**config.mk**
```make
export PLATFORM = sky130hd
export DESIGN_NAME = riscv_alu_issue
export DESIGN_NICKNAME = d
export VERILOG_FILES = /design/src/rtl/riscv_alu_issue.sv
export SDC_FILE = /design/constraint.sdc
export NUM_CORES = 1
export LEC_CHECK = 0
export ABC_AREA = 1
export CAP_MARGIN = 10
export CORE_ASPECT_RATIO = 0.7
export CORE_MARGIN = 2
export CORE_UTILIZATION = 45
export CTS_BUF_LIST = sky130_fd_sc_hd__clkbuf_8
export CTS_CLUSTER_SIZE = 16
export DETAILED_ROUTE_END_ITERATION = 10
export PLACE_DENSITY = 0.73
export SLEW_MARGIN = 20
export SYNTH_ARGS = -nofsm -noshare
export SYNTH_HDL_FRONTEND = slang
export SYNTH_SLANG_ARGS = --single-unit
```
**constraint.sdc**
```tcl
create_clock -name clk_i -period 6.6 [get_ports clk_i]
set_input_delay 1.32 -clock clk_i [delete_from_list [all_inputs] [get_ports clk_i]]
set_output_delay 1.32 -clock clk_i [all_outputs]
set_load 0.01 [all_outputs]
```
**src/rtl/riscv_alu_issue.sv**
```systemverilog
// Decode/issue stage for riscv_alu: decodes one RV32I/M ALU instruction per cycle and
// presents op/A/B through a registered two-entry skid buffer with valid/ready handshakes.
module riscv_alu_issue #(
    parameter bit ENABLE_MUL = 1'b1,
    parameter int CNT_W      = 16
) (
    input  logic             clk_i,
    input  logic             rst_i,
    input  logic             in_valid_i,
    output logic             in_ready_o,
    input  logic [31:0]      in_instr_i,
    input  logic [31:0]      in_rs1_i,
    input  logic [31:0]      in_rs2_i,
    output logic             out_valid_o,
    input  logic             out_ready_i,
    output logic [3:0]       alu_op_o,
    output logic [31:0]      alu_a_o,
    output logic [31:0]      alu_b_o,
    output logic [4:0]       rd_o,
    output logic             illegal_o,
    output logic [CNT_W-1:0] issued_cnt_o
);

    localparam logic [3:0] OP_ADD  = 4'b0000;
    localparam logic [3:0] OP_SUB  = 4'b0001;
    localparam logic [3:0] OP_AND  = 4'b0010;
    localparam logic [3:0] OP_OR   = 4'b0011;
    localparam logic [3:0] OP_XOR  = 4'b0100;
    localparam logic [3:0] OP_SLL  = 4'b0101;
    localparam logic [3:0] OP_SRL  = 4'b0110;
    localparam logic [3:0] OP_SRA  = 4'b0111;
    localparam logic [3:0] OP_SLT  = 4'b1000;
    localparam logic [3:0] OP_SLTU = 4'b1001;
    localparam logic [3:0] OP_MUL  = 4'b1010;

    typedef struct packed {
        logic [3:0]  op;
        logic [31:0] a;
        logic [31:0] b;
        logic [4:0]  rd;
        logic        ill;
    } entry_t;

    entry_t         w_dec;
    logic [3:0]     w_f3_op;
    logic           w_legal;
    logic [6:0]     w_opcode;
    logic [2:0]     w_funct3;
    logic [6:0]     w_funct7;

    entry_t         r_main;
    entry_t         r_skid;
    logic           r_main_valid;
    logic           r_skid_valid;
    logic           r_in_ready;
    logic [CNT_W-1:0] r_cnt;

    logic           w_acc;
    logic           w_iss;
    logic           w_skid_valid_next;

    assign w_opcode = in_instr_i[6:0];
    assign w_funct3 = in_instr_i[14:12];
    assign w_funct7 = in_instr_i[31:25];

    // funct3 -> op for the funct7=0 / I-type column; SUB/SRA/MUL are patched below
    always_comb begin
        w_f3_op = OP_ADD;
        case (w_funct3)
            3'b000: w_f3_op = OP_ADD;
            3'b001: w_f3_op = OP_SLL;
            3'b010: w_f3_op = OP_SLT;
            3'b011: w_f3_op = OP_SLTU;
            3'b100: w_f3_op = OP_XOR;
            3'b101: w_f3_op = OP_SRL;
            3'b110: w_f3_op = OP_OR;
            3'b111: w_f3_op = OP_AND;
            default: w_f3_op = OP_ADD;
        endcase
    end

    always_comb begin
        w_dec    = '0;
        w_legal  = 1'b0;
        w_dec.rd = in_instr_i[11:7];
        case (w_opcode)
            7'b0110011: begin
                w_dec.a = in_rs1_i;
                w_dec.b = in_rs2_i;
                if (w_funct7 == 7'b0000000) begin
                    w_dec.op = w_f3_op;
                    w_legal  = 1'b1;
                end else if (w_funct7 == 7'b0100000 && w_funct3 == 3'b000) begin
                    w_dec.op = OP_SUB;
                    w_legal  = 1'b1;
                end else if (w_funct7 == 7'b0100000 && w_funct3 == 3'b101) begin
                    w_dec.op = OP_SRA;
                    w_legal  = 1'b1;
                end else if (w_funct7 == 7'b0000001 && w_funct3 == 3'b000 && ENABLE_MUL) begin
                    w_dec.op = OP_MUL;
                    w_legal  = 1'b1;
                end
            end
            7'b0010011: begin
                w_dec.a  = in_rs1_i;
                w_dec.op = w_f3_op;
                if (w_funct3 == 3'b001 || w_funct3 == 3'b101) begin
                    w_dec.b = {27'b0, in_instr_i[24:20]};
                    if (w_funct7 == 7'b0000000) begin
                        w_legal = 1'b1;
                    end else if (w_funct7 == 7'b0100000 && w_funct3 == 3'b101) begin
                        w_dec.op = OP_SRA;
                        w_legal  = 1'b1;
                    end
                end else begin
                    w_dec.b = {{20{in_instr_i[31]}}, in_instr_i[31:20]};
                    w_legal = 1'b1;
                end
            end
            7'b0110111: begin
                w_dec.op = OP_ADD;
                w_dec.a  = '0;
                w_dec.b  = {in_instr_i[31:12], 12'b0};
                w_legal  = 1'b1;
            end
            default: w_legal = 1'b0;
        endcase
        if (!w_legal) begin
            w_dec     = '0;
            w_dec.ill = 1'b1;
        end
    end

    assign w_acc = in_valid_i && r_in_ready;
    assign w_iss = r_main_valid && out_ready_i;

    // Skid only holds an entry while main is occupied and stalled
    always_comb begin
        if (!r_main_valid || w_iss) begin
            w_skid_valid_next = 1'b0;
        end else begin
            w_skid_valid_next = r_skid_valid || w_acc;
        end
    end

    always_ff @(posedge clk_i or posedge rst_i) begin
        if (rst_i) begin
            r_main       <= '0;
            r_skid       <= '0;
            r_main_valid <= 1'b0;
            r_skid_valid <= 1'b0;
            r_in_ready   <= 1'b1;
            r_cnt        <= '0;
        end else begin
            if (!r_main_valid || w_iss) begin
                if (r_skid_valid) begin
                    r_main       <= r_skid;
                    r_main_valid <= 1'b1;
                end else if (w_acc) begin
                    r_main       <= w_dec;
                    r_main_valid <= 1'b1;
                end else begin
                    r_main_valid <= 1'b0;
                end
            end else if (w_acc) begin
                r_skid <= w_dec;
            end
            r_skid_valid <= w_skid_valid_next;
            r_in_ready   <= !w_skid_valid_next;
            if (w_iss) begin
                r_cnt <= r_cnt + 1'b1;
            end
        end
    end

    assign in_ready_o   = r_in_ready;
    assign out_valid_o  = r_main_valid;
    assign alu_op_o     = r_main.op;
    assign alu_a_o      = r_main.a;
    assign alu_b_o      = r_main.b;
    assign rd_o         = r_main.rd;
    assign illegal_o    = r_main.ill;
    assign issued_cnt_o = r_cnt;

endmodule

```
==> impl_metrics.ini, run 1 <==
[drt]
drt.antenna.violating_nets = 0
first_pass_iters = 9
drc = 13
drt_iter0_markers = 791
wirelength_um = 21700
vias_per_cell = 4.857
wl_per_cell_um = 13.66
via_count = 7717

[place]
placed_area_um2 = 10400
globalplace.congestion = 0.8502
dp_hpwl_um = 14240
portBuffers = 191

[power]
finalPower_w = 0.002584
peakVddDrop_mv = 0.1147
p_leak_nw = 5.769
powerDensity_nw_per_um2 = 239.4

[status]
status = finished with violations
violations = design-rule violations

[timing]
clock.fmax_ghz = 0.2790
finalHoldViolCount = 0
timing.final.crit_share = 0.5431
period_needed_ns = 3.584
slew_headroom = 0.2865
worstMarginPinSlew_ns = 1.069
rsz0062_at_grt = false
fin_tns_setup_ns = 0
slew_viol_final = 0
finClkSkew_ns = 0.009993
setup-violations-final = 0

[grt]
grt_pass1_vias = 7350
grt_usage = 0.2318
grt_max_degree = 102
grt_pass1_wl_um = 37300
antenna_found_initial = 0
overflow = 0

[cells_and_area]
n_fill_cell = 1681
area_growth_pct = 28.21
drive_gt1_frac = 0.03843
final_cell_area_um2 = 10790
fin_nets = 1441
insertedDiodeCount = 0

[clock_tree]
cts.clk_slew.worst_paths_ns = 0.10
cts_htree_levels = 4
cts-root-buf = clkbuf_8
cts_hold_buf = 0
numCtsBuffers = 17
cts_tree = done
clk_latency_ns = 0.46
cts.sinks = 167
post_cts_buffers = 0
ctsResizeCount = 0
cts_buffer_depth = 2

[synth]
avgSynthCellArea_um2 = 7.086
synth.area.top_cells = dfrtp_1 49%, nand2_1 24%, nor2_1 8.9%
yosys.area.top_type_share = 0.4935
ys_warn_count = 0
syn-num-nets = 1289
synth_edf_count = 0
ys_seq_area_frac = 0.4966
async_flop_share = 1.000
yosys.area.top_type = dfrtp_1
synth_cell_types = 29
ys_ff_latch = 167
synth_ff_type = dfrtp_1
netlist_instances = 1188
syn_area_um2 = 8418

[min_path]
min_path_type = register to register

[job]
max_cap_viol_count = 0

[worst_setup_path]
slowest_stage = nand3_4
critPathMaxStageDelay_ns = 0.73
cp_cell_sequence = clkdlybuf4s50_1, inv_1, nand3_1, nor2_1, nand2_2, clkinv_1, nand2_1, nand3_4, nand2_1, nand2_1, nand2_1, nand2_1
crit_type = primary input to register
path_common_cell = nand2_1
end_kind = register
critPathRequiredTime_ns = 6.96
start_kind = primary input
cp_max_fo = 73
worst_ep_arrival_time_ns = 3.95

[floorplan]
io_pins = 192
die-area_um2 = 19830
row_count = 41
dieHeight_um = 118.4
core_um2 = 18160
floorplan.initialDensity = 0.4636
die_width_um = 167.5
-- cell usage in the layout (no fill, tap or decap), types with 4 or more instances in the layout --
master,instances
o21ai_1,69
xnor2_1,6
clkdlybuf4s50_1,191
clkbuf_8,17
inv_1,58
inv_6,5
nand3_1,31
xor2_1,9
nand2_1,529
a22o_1,5
inv_8,5
a21oi_1,9
dfrtp_1,166
buf_4,7
o21ai_0,14
nor2_1,200
nor3_1,4
-- cells in the mapped netlist (6+ instances only) --
cell	instances
xnor2_1	6
nor2_1	200
o21ai_1	69
nand3_1	32
o21ai_0	14
nand2_1	530
xor2_1	9
buf_6	7
buf_2	7
inv_1	58
clkbuf_1	47
a21oi_1	9
dfrtp_1	166
-- report_power, final --
part | switching (W) | leakage, nW | internal, W | total [W]
Clock | 0.000431 | 0.203 | 0.000316 | 0.000747
Combinational | 0.000325 | 3.30 | 0.000310 | 0.000635
Sequential | 0.0000766 | 2.26 | 0.00113 | 0.00120
-- flip-flops by register name, indices dropped and copies added (netlist names) --
register      count
issued_cnt_o     16
illegal_o         1
in_ready_o        1
alu_a_o          32
rd_o              5
alu_b_o          32
alu_op_o          4
r_skid           74
out_valid_o       1
r_skid_valid      1
-- cells by family (layout without fill, tap and decap cells) --
group / count (synthesis) / count (layout) / share of synthesized area
simple gates: 776 / 776 / 0.3570
flops: 167 / 167 / 0.4966
buf+inv: 129 / 294 / 0.06480
compound gates: 98 / 98 / 0.06213
xor+xnor: 15 / 15 / 0.01561
mux: 2 / 2 / 0.002378
fa+ha+maj: 1 / 1 / 0.001486
-- area by class of cell --
type	instances	area (um2)	area share
sequential	167	4180	0.3873
multi-input combinational	892	3712	0.3440
timing repair buffer	198	1964	0.1820
tap	236	295.3	0.02736
inverter	64	247.7	0.02295
clock buffer	17	234.0	0.02168
clock inverter	15	158.9	0.01472
-- worst paths after layout --
check	from	slack, ns	end	depth (start not counted)
setup / recovery	in_instr_i[3]	3.02	alu_b_o[1]$_DFFE_PP0P_	12
hold / removal	alu_a_o[30]$_DFFE_PP0P_	0.49	alu_a_o[30]$_DFFE_PP0P_	2
setup reg to reg	r_skid_valid$_DFF_PP0_	4.27	illegal_o$_DFFE_PP0P_	4
hold reg to reg	alu_a_o[30]$_DFFE_PP0P_	0.49	alu_a_o[30]$_DFFE_PP0P_	2
max in group asynchronous	rst_i	4.06	alu_b_o[31]$_DFFE_PP0P_	3
min in group asynchronous	rst_i	1.25	r_skid[1]$_DFFE_PP0P_	2
-- per-layer routing --
layer / part of all wire / wire length [um] / vias up / GRT usage
li1: - / - / 3937 / -
met1: 0.51 / 11120 / 3557 / 0.3575
met2: 0.42 / 9150 / 207 / 0.3307
met3: 0.057 / 1243 / 16 / 0.04789
met4: 0.0088 / 192 / 0 / 0.05815
met5: 0 / 0 / - / 0
-- per-stage QoR --
step,instances,utilization,hold slack (ns),worst slack (ns)
floorplan,1188,-,0.4533,0.7633
global placement,1557,0.5727,0.4619,2.562
detailed placement,1557,0.5727,0.4643,2.523
CTS,1589,0.5943,0.4852,3.028
global route,1589,0.5943,0.5053,2.789
finish,1589,0.5943,0.4853,3.016
-- critical path: cells and delay by family --
kind | cells | cell delay (ns)
buffers and inverters | 3 | 0.77
and+or+nand+nor | 9 | 1.86
Note: power is estimated with default switching activity, not from simulation.
==> run 2, diff against run 1 <==
Settings changed: PLACE_DENSITY 0.73 to 0.76.
Clock period 6.6 ns to 2.88 ns, I/O delays scaled along.
==> impl_metrics.ini, run 2 (synthesis results as in run 1) <==
[timing]
setup_slack_ns = 0.5786
period_needed_ns = 2.301
fin_tns_setup_ns = 0
slew_viol_final = 0
timing.final.crit_share = 0.7991
setup-violations-final = 0
slew_headroom = 0.5553
clock.fmax_ghz = 0.4345
rsz0062_at_grt = false
worstMarginPinSlew_ns = 0.6671
finClkSkew_ns = 0.01088
finalHoldViolCount = 0

[grt]
overflow = 0
antenna_found_initial = 0
grt_pass1_vias = 7417
grt_usage = 0.2329
grt_pass1_wl_um = 37190
grt_max_degree = 91

[clock_tree]
cts-root-buf = clkbuf_8
cts.clk_slew.worst_paths_ns = 0.10
cts_buffer_depth = 2
cts.sinks = 167
cts_hold_buf = 0
numCtsBuffers = 17
cts_tree = done
cts_htree_levels = 4
post_cts_buffers = 0
clk_latency_ns = 0.45
ctsResizeCount = 0

[min_path]
min_path_type = primary input to asynchronous set/reset pin

[place]
pre_cts_ws_ns = 0.2099
globalplace.congestion = 0.9053
dp_hpwl_um = 15220
portBuffers = 191
place_inst = 1572

[worst_setup_path]
worst_ep_arrival_time_ns = 2.69
end_kind = register
cp_max_fo = 24
crit_type = primary input to register
critPathRequiredTime_ns = 3.27
start_kind = primary input

[drt]
wirelength_um = 22300
drc = 14
wl_per_cell_um = 13.90
drt_iter0_markers = 659
via_count = 7822
first_pass_iters = 8
vias_per_cell = 4.877
drt.antenna.violating_nets = 0

[floorplan]
floorplan.initialDensity = 0.4636
core_um2 = 18160
die-area_um2 = 19830
dieHeight_um = 118.4
row_count = 41
die_width_um = 167.5
io_pins = 192

[status]
status = finished with violations
violations = design-rule violations

[cells_and_area]
largest_reg_flops = 74
n_fill_cell = 1671
final_cell_count_no_fill = 1604
fin_nets = 1456
drive_gt1_frac = 0.05044
multiInputGateArea_um2 = 3715
insertedDiodeCount = 0
most-common-layout-cells = 529 x nand2_1, 199 x nor2_1, 191 x clkdlybuf4s50_1, 166 x dfrtp_1, 69 x o21ai_1
regArea_um2 = 4180
regMostFlops = r_skid
area_growth_pct = 31.82
final_common_cell = nand2_1

[power]
p_leak_nw = 5.903
powerDensity_nw_per_um2 = 555.3
finalPower_w = 0.006162
peakVddDrop_mv = 0.2492

[job]
max_cap_viol_count = 0
## run 2: power by group
part	switching [W]	total (W)	internal, W
sequential	0.000180	0.00276	0.00258
clock	0.000923	0.00190	0.000975
combinational	0.000757	0.00150	0.000746
total	0.00186	0.00616	0.00430
## run 2: routing by layer
layer	vias to the layer above	global-route usage	part of all wire
li1	3964	-	-
met1	3563	0.3456	0.49
met3	19	0.04689	0.073
met5	-	0	0
met4	0	0.06141	0.0097
met2	276	0.3475	0.43
## run 2: final timing paths
path / from / to / slack [ns] / cells after the start
max: in_instr_i[29] / alu_a_o[12]$_DFFE_PP0P_ / 0.58 / 11
min: rst_i / r_skid[10]$_DFFE_PP0P_ / 0.44 / 2
max reg2reg: r_skid_valid$_DFF_PP0_ / rd_o[2]$_DFFE_PP0P_ / 1.09 / 6
min reg2reg: alu_op_o[2]$_DFFE_PP0P_ / alu_op_o[2]$_DFFE_PP0P_ / 0.48 / 2
max in group asynchronous: rst_i / in_ready_o$_DFF_PP1_ / 1.77 / 3
min in group clk_i: alu_op_o[2]$_DFFE_PP0P_ / alu_op_o[2]$_DFFE_PP0P_ / 0.48 / 2
## run 2: critical path, cell delays in order
cell	delay [ns]
clkdlybuf4s50_1	0.53
nor3_1	0.34
nand2_1	0.22
nand2_1	0.19
o21bai_4	0.08
nand3_4	0.08
buf_4	0.30
nand2_1	0.14
nand2_1	0.10
nand2_1	0.06
nand2_1	0.06
## run 2: cell type report
type                       instances  share of cell area
sequential                       167              0.3767
multi-input combinational        892              0.3348
timing repair buffer             213              0.1996
tap                              236             0.02661
clock buffer                      18             0.02232
inverter                          64             0.02221
clock inverter                    14             0.01781
## run 2: per-stage QoR
| step | area [um2] | util | hold WS, ns |
|---|---|---|---|
| 2_1_floorplan | 8422 | - | 0.4533 |
| 3_3_place_gp | 10650 | 0.5865 | 0.4625 |
| 3_5_place_dp | 10650 | 0.5865 | 0.4636 |
| 4_1_cts | 11100 | 0.6111 | 0.4208 |
| 5_1_grt | 11100 | 0.6111 | 0.4332 |
| 6_report | 11100 | 0.6111 | 0.4430 |
